<file path="src/rtl/fetch_pkg.sv">
`default_nettype none
// ============================================================================
// Module      : fetch_pkg
// Description : Shared types and constants for the instruction fetch stage:
//               FSM state encoding, reset PC default, NOP word and the
//               opcode/funct field positions.
// Revision    : 1.0 - initial release
// ============================================================================
package fetch_pkg;

    // Fetch FSM states (2-bit explicit encoding)
    typedef enum logic [1:0] {
        FETCH = 2'd0,
        ISSUE = 2'd1,
        DMA   = 2'd2
    } fetch_state_t;

    // Default PC after reset (word aligned)
    localparam logic [31:0] c_RESET_PC  = 32'h0000_0000;

    // Instruction register contents when no instruction has been latched
    localparam logic [31:0] c_NOP_INSTR = 32'h0000_0000;

    // Instruction field bit positions
    localparam int c_OPCODE_MSB = 31;
    localparam int c_OPCODE_LSB = 26;
    localparam int c_FUNCT_MSB  = 5;
    localparam int c_FUNCT_LSB  = 0;

endpackage : fetch_pkg
`default_nettype wire

</file>
<file path="src/rtl/fetch_pc.sv">
`default_nettype none
// ============================================================================
// Module      : fetch_pc
// Description : Program counter register. Redirect (word-aligned by masking
//               the two low bits) has priority over the sequential +4
//               increment. Arithmetic wraps modulo 2^ADDR_W.
// Revision    : 1.0 - initial release
// ============================================================================
module fetch_pc
    import fetch_pkg::*;
#(
    parameter int                ADDR_W   = 32,
    parameter logic [ADDR_W-1:0] RESET_PC = ADDR_W'(c_RESET_PC)
) (
    input  logic              clk,
    input  logic              reset_n,
    input  logic              i_inc_en,
    input  logic              i_redirect_en,
    input  logic [ADDR_W-1:0] i_redirect_pc,
    output logic [ADDR_W-1:0] o_pc,
    output logic [ADDR_W-1:0] o_pc_seq
);

    logic [ADDR_W-1:0] r_pc;
    logic [ADDR_W-1:0] w_pc_seq;
    logic [ADDR_W-1:0] w_redirect_aligned;

    // Sequential successor and aligned redirect target
    always_comb begin
        w_pc_seq           = r_pc + ADDR_W'(4);
        w_redirect_aligned = {i_redirect_pc[ADDR_W-1:2], 2'b00};
    end

    // PC update: reset, then redirect, then increment
    always_ff @(posedge clk) begin
        if (!reset_n) begin
            r_pc <= {RESET_PC[ADDR_W-1:2], 2'b00};
        end else if (i_redirect_en) begin
            r_pc <= w_redirect_aligned;
        end else if (i_inc_en) begin
            r_pc <= w_pc_seq;
        end
    end

    assign o_pc     = r_pc;
    assign o_pc_seq = w_pc_seq;

endmodule : fetch_pc
`default_nettype wire

</file>
<file path="src/rtl/instr_fetch.sv">
`default_nettype none
// ============================================================================
// Module      : instr_fetch
// Description : Instruction fetch stage. Issues word reads over a req/ack
//               handshake, latches the instruction register, presents
//               Opcode/FUNCT with a valid flag, accepts PC redirects and
//               yields the instruction bus to DMA between fetches.
//               Build option: define FETCH_DMA_EN to enable the DMA
//               hold/hold-acknowledge arbitration; otherwise dma_hold is
//               ignored and dma_hlda stays 0.
// Revision    : 1.0 - initial release
// ============================================================================
module instr_fetch
    import fetch_pkg::*;
#(
    parameter int                ADDR_W   = 32,
    parameter logic [ADDR_W-1:0] RESET_PC = ADDR_W'(c_RESET_PC)
) (
    input  logic              clk,
    input  logic              reset_n,
    output logic              imem_req,
    output logic [ADDR_W-1:0] imem_addr,
    input  logic              imem_ack,
    input  logic [31:0]       imem_rdata,
    output logic              ir_valid,
    input  logic              ir_ready,
    output logic [31:0]       instr,
    output logic [5:0]        Opcode,
    output logic [5:0]        FUNCT,
    output logic [ADDR_W-1:0] pc_plus4,
    input  logic              redirect_en,
    input  logic [ADDR_W-1:0] redirect_pc,
    input  logic              dma_hold,
    output logic              dma_hlda
);

    fetch_state_t      r_state;
    logic              r_imem_req;
    logic              r_squash;
    logic [ADDR_W-1:0] r_hold_addr;
    logic              r_ir_valid;
    logic [31:0]       r_instr;
    logic [ADDR_W-1:0] r_pc_plus4;
    logic              r_dma_hlda;

    logic [ADDR_W-1:0] w_pc;
    logic [ADDR_W-1:0] w_pc_seq;
    logic              w_pc_inc;
    logic              w_dma_hold;

`ifdef FETCH_DMA_EN
    assign w_dma_hold = dma_hold;
`else
    // DMA arbitration compiled out: the hold request is never honoured
    logic w_unused_dma_hold;
    assign w_unused_dma_hold = dma_hold;
    assign w_dma_hold        = 1'b0;
`endif

    // PC advances only when a non-squashed fetch is accepted
    assign w_pc_inc = (r_state == FETCH) && r_imem_req && imem_ack && !r_squash;

    fetch_pc #(
        .ADDR_W   (ADDR_W),
        .RESET_PC (RESET_PC)
    ) u_fetch_pc (
        .clk           (clk),
        .reset_n       (reset_n),
        .i_inc_en      (w_pc_inc),
        .i_redirect_en (redirect_en),
        .i_redirect_pc (redirect_pc),
        .o_pc          (w_pc),
        .o_pc_seq      (w_pc_seq)
    );

    // Fetch FSM with registered handshake, IR and bus-grant outputs
    always_ff @(posedge clk) begin
        if (!reset_n) begin
            r_state     <= FETCH;
            r_imem_req  <= 1'b0;
            r_squash    <= 1'b0;
            r_hold_addr <= '0;
            r_ir_valid  <= 1'b0;
            r_instr     <= c_NOP_INSTR;
            r_pc_plus4  <= '0;
            r_dma_hlda  <= 1'b0;
        end else begin
            case (r_state)
                FETCH: begin
                    if (!r_imem_req) begin
                        // First cycle out of reset: open the request
                        r_imem_req <= 1'b1;
                    end else if (imem_ack) begin
                        if (r_squash || redirect_en) begin
                            // Stale data: drop it and re-request at the new PC
                            r_squash <= 1'b0;
                        end else begin
                            r_instr    <= imem_rdata;
                            r_pc_plus4 <= w_pc_seq;
                            r_ir_valid <= 1'b1;
                            r_imem_req <= 1'b0;
                            r_state    <= ISSUE;
                        end
                    end else if (redirect_en && !r_squash) begin
                        // Request cannot be withdrawn: freeze its address
                        r_squash    <= 1'b1;
                        r_hold_addr <= w_pc;
                    end
                end
                ISSUE: begin
                    if (ir_ready || redirect_en) begin
                        r_ir_valid <= 1'b0;
                        if (w_dma_hold) begin
                            r_dma_hlda <= 1'b1;
                            r_state    <= DMA;
                        end else begin
                            r_imem_req <= 1'b1;
                            r_state    <= FETCH;
                        end
                    end
                end
`ifdef FETCH_DMA_EN
                DMA: begin
                    if (!dma_hold) begin
                        r_dma_hlda <= 1'b0;
                        r_imem_req <= 1'b1;
                        r_state    <= FETCH;
                    end
                end
`endif
                default: begin
                    r_dma_hlda <= 1'b0;
                    r_imem_req <= 1'b0;
                    r_state    <= FETCH;
                end
            endcase
        end
    end

    // While squashing, the outstanding request keeps its original address
    assign imem_addr = r_squash ? r_hold_addr : w_pc;
    assign imem_req  = r_imem_req;
    assign ir_valid  = r_ir_valid;
    assign instr     = r_instr;
    assign Opcode    = r_instr[c_OPCODE_MSB:c_OPCODE_LSB];
    assign FUNCT     = r_instr[c_FUNCT_MSB:c_FUNCT_LSB];
    assign pc_plus4  = r_pc_plus4;
    assign dma_hlda  = r_dma_hlda;

endmodule : instr_fetch
`default_nettype wire

</file>
<file path="config.mk">
export PLATFORM = sky130hd
export DESIGN_NAME = instr_fetch
export DESIGN_NICKNAME = d
export VERILOG_FILES = /design/src/rtl/fetch_pkg.sv /design/src/rtl/fetch_pc.sv /design/src/rtl/instr_fetch.sv
export SDC_FILE = /design/constraint.sdc
export NUM_CORES = 1
export LEC_CHECK = 0
export ABC_AREA = 1
export CAP_MARGIN = 10
export CORE_UTILIZATION = 48
export CTS_BUF_LIST = sky130_fd_sc_hd__clkbuf_4 sky130_fd_sc_hd__clkbuf_8
export DETAILED_ROUTE_END_ITERATION = 12
export MAX_ROUTING_LAYER = met4
export PLACE_DENSITY = 0.79
export SETUP_SLACK_MARGIN = 0.15
export SLEW_MARGIN = 25
export SYNTH_ARGS = -nofsm -noshare
export SYNTH_HDL_FRONTEND = slang
export SYNTH_HIERARCHICAL = 1
export SYNTH_SLANG_ARGS = --single-unit
</file>
<file path="constraint.sdc">
create_clock -name clk -period 2.25 [get_ports clk]
set_clock_uncertainty 0.2 [all_clocks]
set_input_delay 0.45 -clock clk [delete_from_list [all_inputs] [get_ports clk]]
set_output_delay 0.45 -clock clk [all_outputs]
set_load 0.02 [all_outputs]
</file>
==> impl_metrics.yaml <==
critical_path:
  startpoint_type: "register"
  cpMaxStageDelayCell: "dfxtp_4"
  cp-startpoint: "r_squash$_SDFFE_PN0P_"
  worst-path-stages: 4
  r2r_cells: 12
  path_class: "register to output pin"
  critPathTopFamily: "flip-flops"
  crit_fanout: 28
  r2r_end: "pc_plus4[24]$_SDFFE_PN0P_"
  arrival_ns: 1.47
  crit_buf_inv: 2
  r2r-start: "u_fetch_pc/o_pc[3]$_SDFFE_PN0P_"
  slowest_delay_ns: 0.41
  r2r_slack_ns: 0.27
  path_cells: "buf_12 -> nand2_1 -> o21ai_1 -> clkbuf_2"
  crit_path_end_kind: "output pin"
  critical_path_required_ns: 1.60
sta:
  finalCritPeriodShare_pct: 94.2
  hold_viol: 0
  min_period_ns: 2.12
  finalMaxSlewViolations: 0
  whs_ns: 0.241
  rsz0062_at_grt: "true"
  fmax_mhz: 472
  setup_viol: 0
  relSlewSlack_pct: 57.8
  tightest_slew_ns: 0.633
  setup_tns_ns: 0
min_path:
  holdPathStages: 4
  hold_start: "imem_ack"
  hold_end: "pc_plus4[14]$_SDFFE_PN0P_"
  min_path_type: "primary input to register"
route:
  drt-pass1-iter-count: 5
  ant_nets: 0
  wl_per_cell_um: 14.3
  wl_um: 19900
  vias_per_cell: 5.14
  vias: 7155
  drc_errors: 0
  drt_iter0_markers: 597
grt:
  antenna_found_initial: 0
  overflow: 0
  grt_use_total_pct: 27.2
  grt_pass1_vias: 6240
  grt_max_degree: 66
  grt_pass1_wl_um: 30900
yosys:
  synth-adder-area-share_pct: 0.180
  synth_top_area_share_pct: 37.2
  ys.flop_type: "dfxtp_1"
  synth_edf_count: 0
  synth.most_common_cell: "nand2_1"
  synth.distinct_cells: 27
  synth_top_family_by_area: "simple AND/OR/NAND/NOR gates"
  synthXorXnorAreaFrac_pct: 2.65
  avgSynthCellArea_um2: 6.55
  ys_warn_count: 6
  muxShareOfSynthArea_pct: 0
  synthArstFlopShare_pct: 0
  netlist_area_um2: 6940
  synth_compound_area_share_pct: 7.01
  yosys.area_share.simple_pct: 39.2
  yosysSeqAreaShare_pct: 37.2
  synth_common_cells: "nand2_1 (251), nor2_1 (222), dfxtp_1 (129), inv_1 (122), nand4_1 (97)"
  synth_top_area_cell: "dfxtp_1"
  synth.area.top_cells: "dfxtp_1 (37%), nand2_1 (14%), nor2_1 (12%)"
  synth-seq-cells: 129
  synth_cells: 1060
placement:
  io_buffers: 176
  place.gp.congestion: 0.940
  hpwl_um: 13400
clocking:
  cts_max_level: 4
  cts_buffers: 17
  clk_pin_slew_ns: 0.08
  root_buffer: "clkbuf_8"
  hold_buffers: 0
  cts_tree: "built"
  cts_sinks: 129
  clockBufferDepth: 2
  clock_latency_ns: 0.45
floorplan:
  die_area_um2: 15000
  die_y_um: 122
  io_pins: 181
  start_util_pct: 49.6
  core.rowCount: 43
  core-area_um2: 14000
  die_w_um: 122
finish:
  fin_nets: 1270
  layout-drive-gt1-share_pct: 11.5
  post-route-util_pct: 65.0
  area_delta_synth_final_pct: 31.0
  n_antenna_cell: 0
  nFillCells: 1275
power_and_ir_drop:
  p_leak_uw: 0.00439
  ir_worst_vdd_mv: 0.464
  power.density_nw_per_um2: 619
run_status:
  status: "finished, final reports clean"
flow_run:
  maxCapViolations: 0
==> sequential cells by signal (all words and copies together), names as in the netlist <==
name and cells:
instr 32, pc_plus4 32, r_hold_addr 32, u_fetch_pc/o_pc 30
imem_req 1, ir_valid 1, r_squash 1
==> report_power, final <==
| group | switching, µW | internal (µW) |
|---|---|---|
| Combinational | 669 | 468 |
| Clock | 932 | 1050 |
| Sequential | 97.2 | 2410 |
==> cells in the final DEF (no fill, tap or decap), drive strengths merged, types with 4 or more instances in the layout <==
cell and instances:
nand2 257, conb 5, nand3 14, clkdlybuf4s50 92, buf 61, nand3b 6
clkbuf 23, xnor2 4, a31oi 7, xor2 11, inv 124, dlygate4sd2 16
clkinv 6, nor2 240, a21oi 23, dfxtp 129, dlymetal6s2s 33, a22oi 21
nand4 97, o21ai 34
==> per-stage QoR <==
step / cell area [µm²] / worst slack, ns / total power [µW] / instances
after global placement: 8740 / 0.138 / 3710 / 1357
final: 9090 / 0.131 / 5630 / 1392
after detailed placement: 8740 / 0.156 / 3730 / 1357
after CTS: 9040 / 0.0212 / 5670 / 1389
after floorplan: 6960 / 0.402 / 3230 / 1063
after global routing: 9090 / 0.0902 / 5860 / 1392
==> worst max path at each step <==
| stage | slack (ns) | end |
|---|---|---|
| floorplan | 0.40 | imem_addr[11] |
| global route | 0.09 | imem_addr[21] |
| global placement | 0.14 | imem_addr[25] |
| detailed placement | 0.16 | imem_addr[21] |
| finish | 0.13 | imem_addr[21] |
| CTS | 0.02 | imem_addr[21] |
==> tightest hold or removal path, delay by kind of cell <==
kind | cells | cell delay, ns
and+or+nand+nor | 3 | 0.24
buffers and inverters | 1 | 0.16
==> cell type report <==
class	instances	area, µm²	share of cell area [%]
multi-input cells	723	3440	37.8
flip-flops and latches	129	2600	28.6
repair buffers	204	1970	21.7
inverters	124	465	5.12
clock buffers	21	277	3.04
well taps	180	225	2.48
clock inverters	11	113	1.24
==> logic make-up (layout without fill, tap and decap cells) <==
group,after synthesis,in the layout
DFF,129,129
AOI/OAI and AO/OA,85,85
other,2,5
buffers and inverters,211,360
xor gates and xnor gates,15,15
adders and majority gates,1,1
and+or+nand+nor,617,617
==> metal layers <==
metal	vias to the layer above	wire length [µm]	GRT usage (%)	share of wire (%)
li1	3602	-	-	-
met1	3238	8930	35.5	45
met2	281	9100	41.6	46
met3	34	1420	4.88	7.2
met4	0	414	10.7	2.1
met5	-	0	-	0
==> what timing repair did <==
| action | 4_1_cts | 5_1_grt |
|---|---|---|
| pin swaps | 0 | 4 |
| buffers inserted | 0 | 2 |
| gates cloned | 0 | 1 |
| endpoints found under the setup margin | 48 | 63 |
| gates resized for setup | 169 | 67 |
No activity file was read; power rests on OpenSTA's default activity.
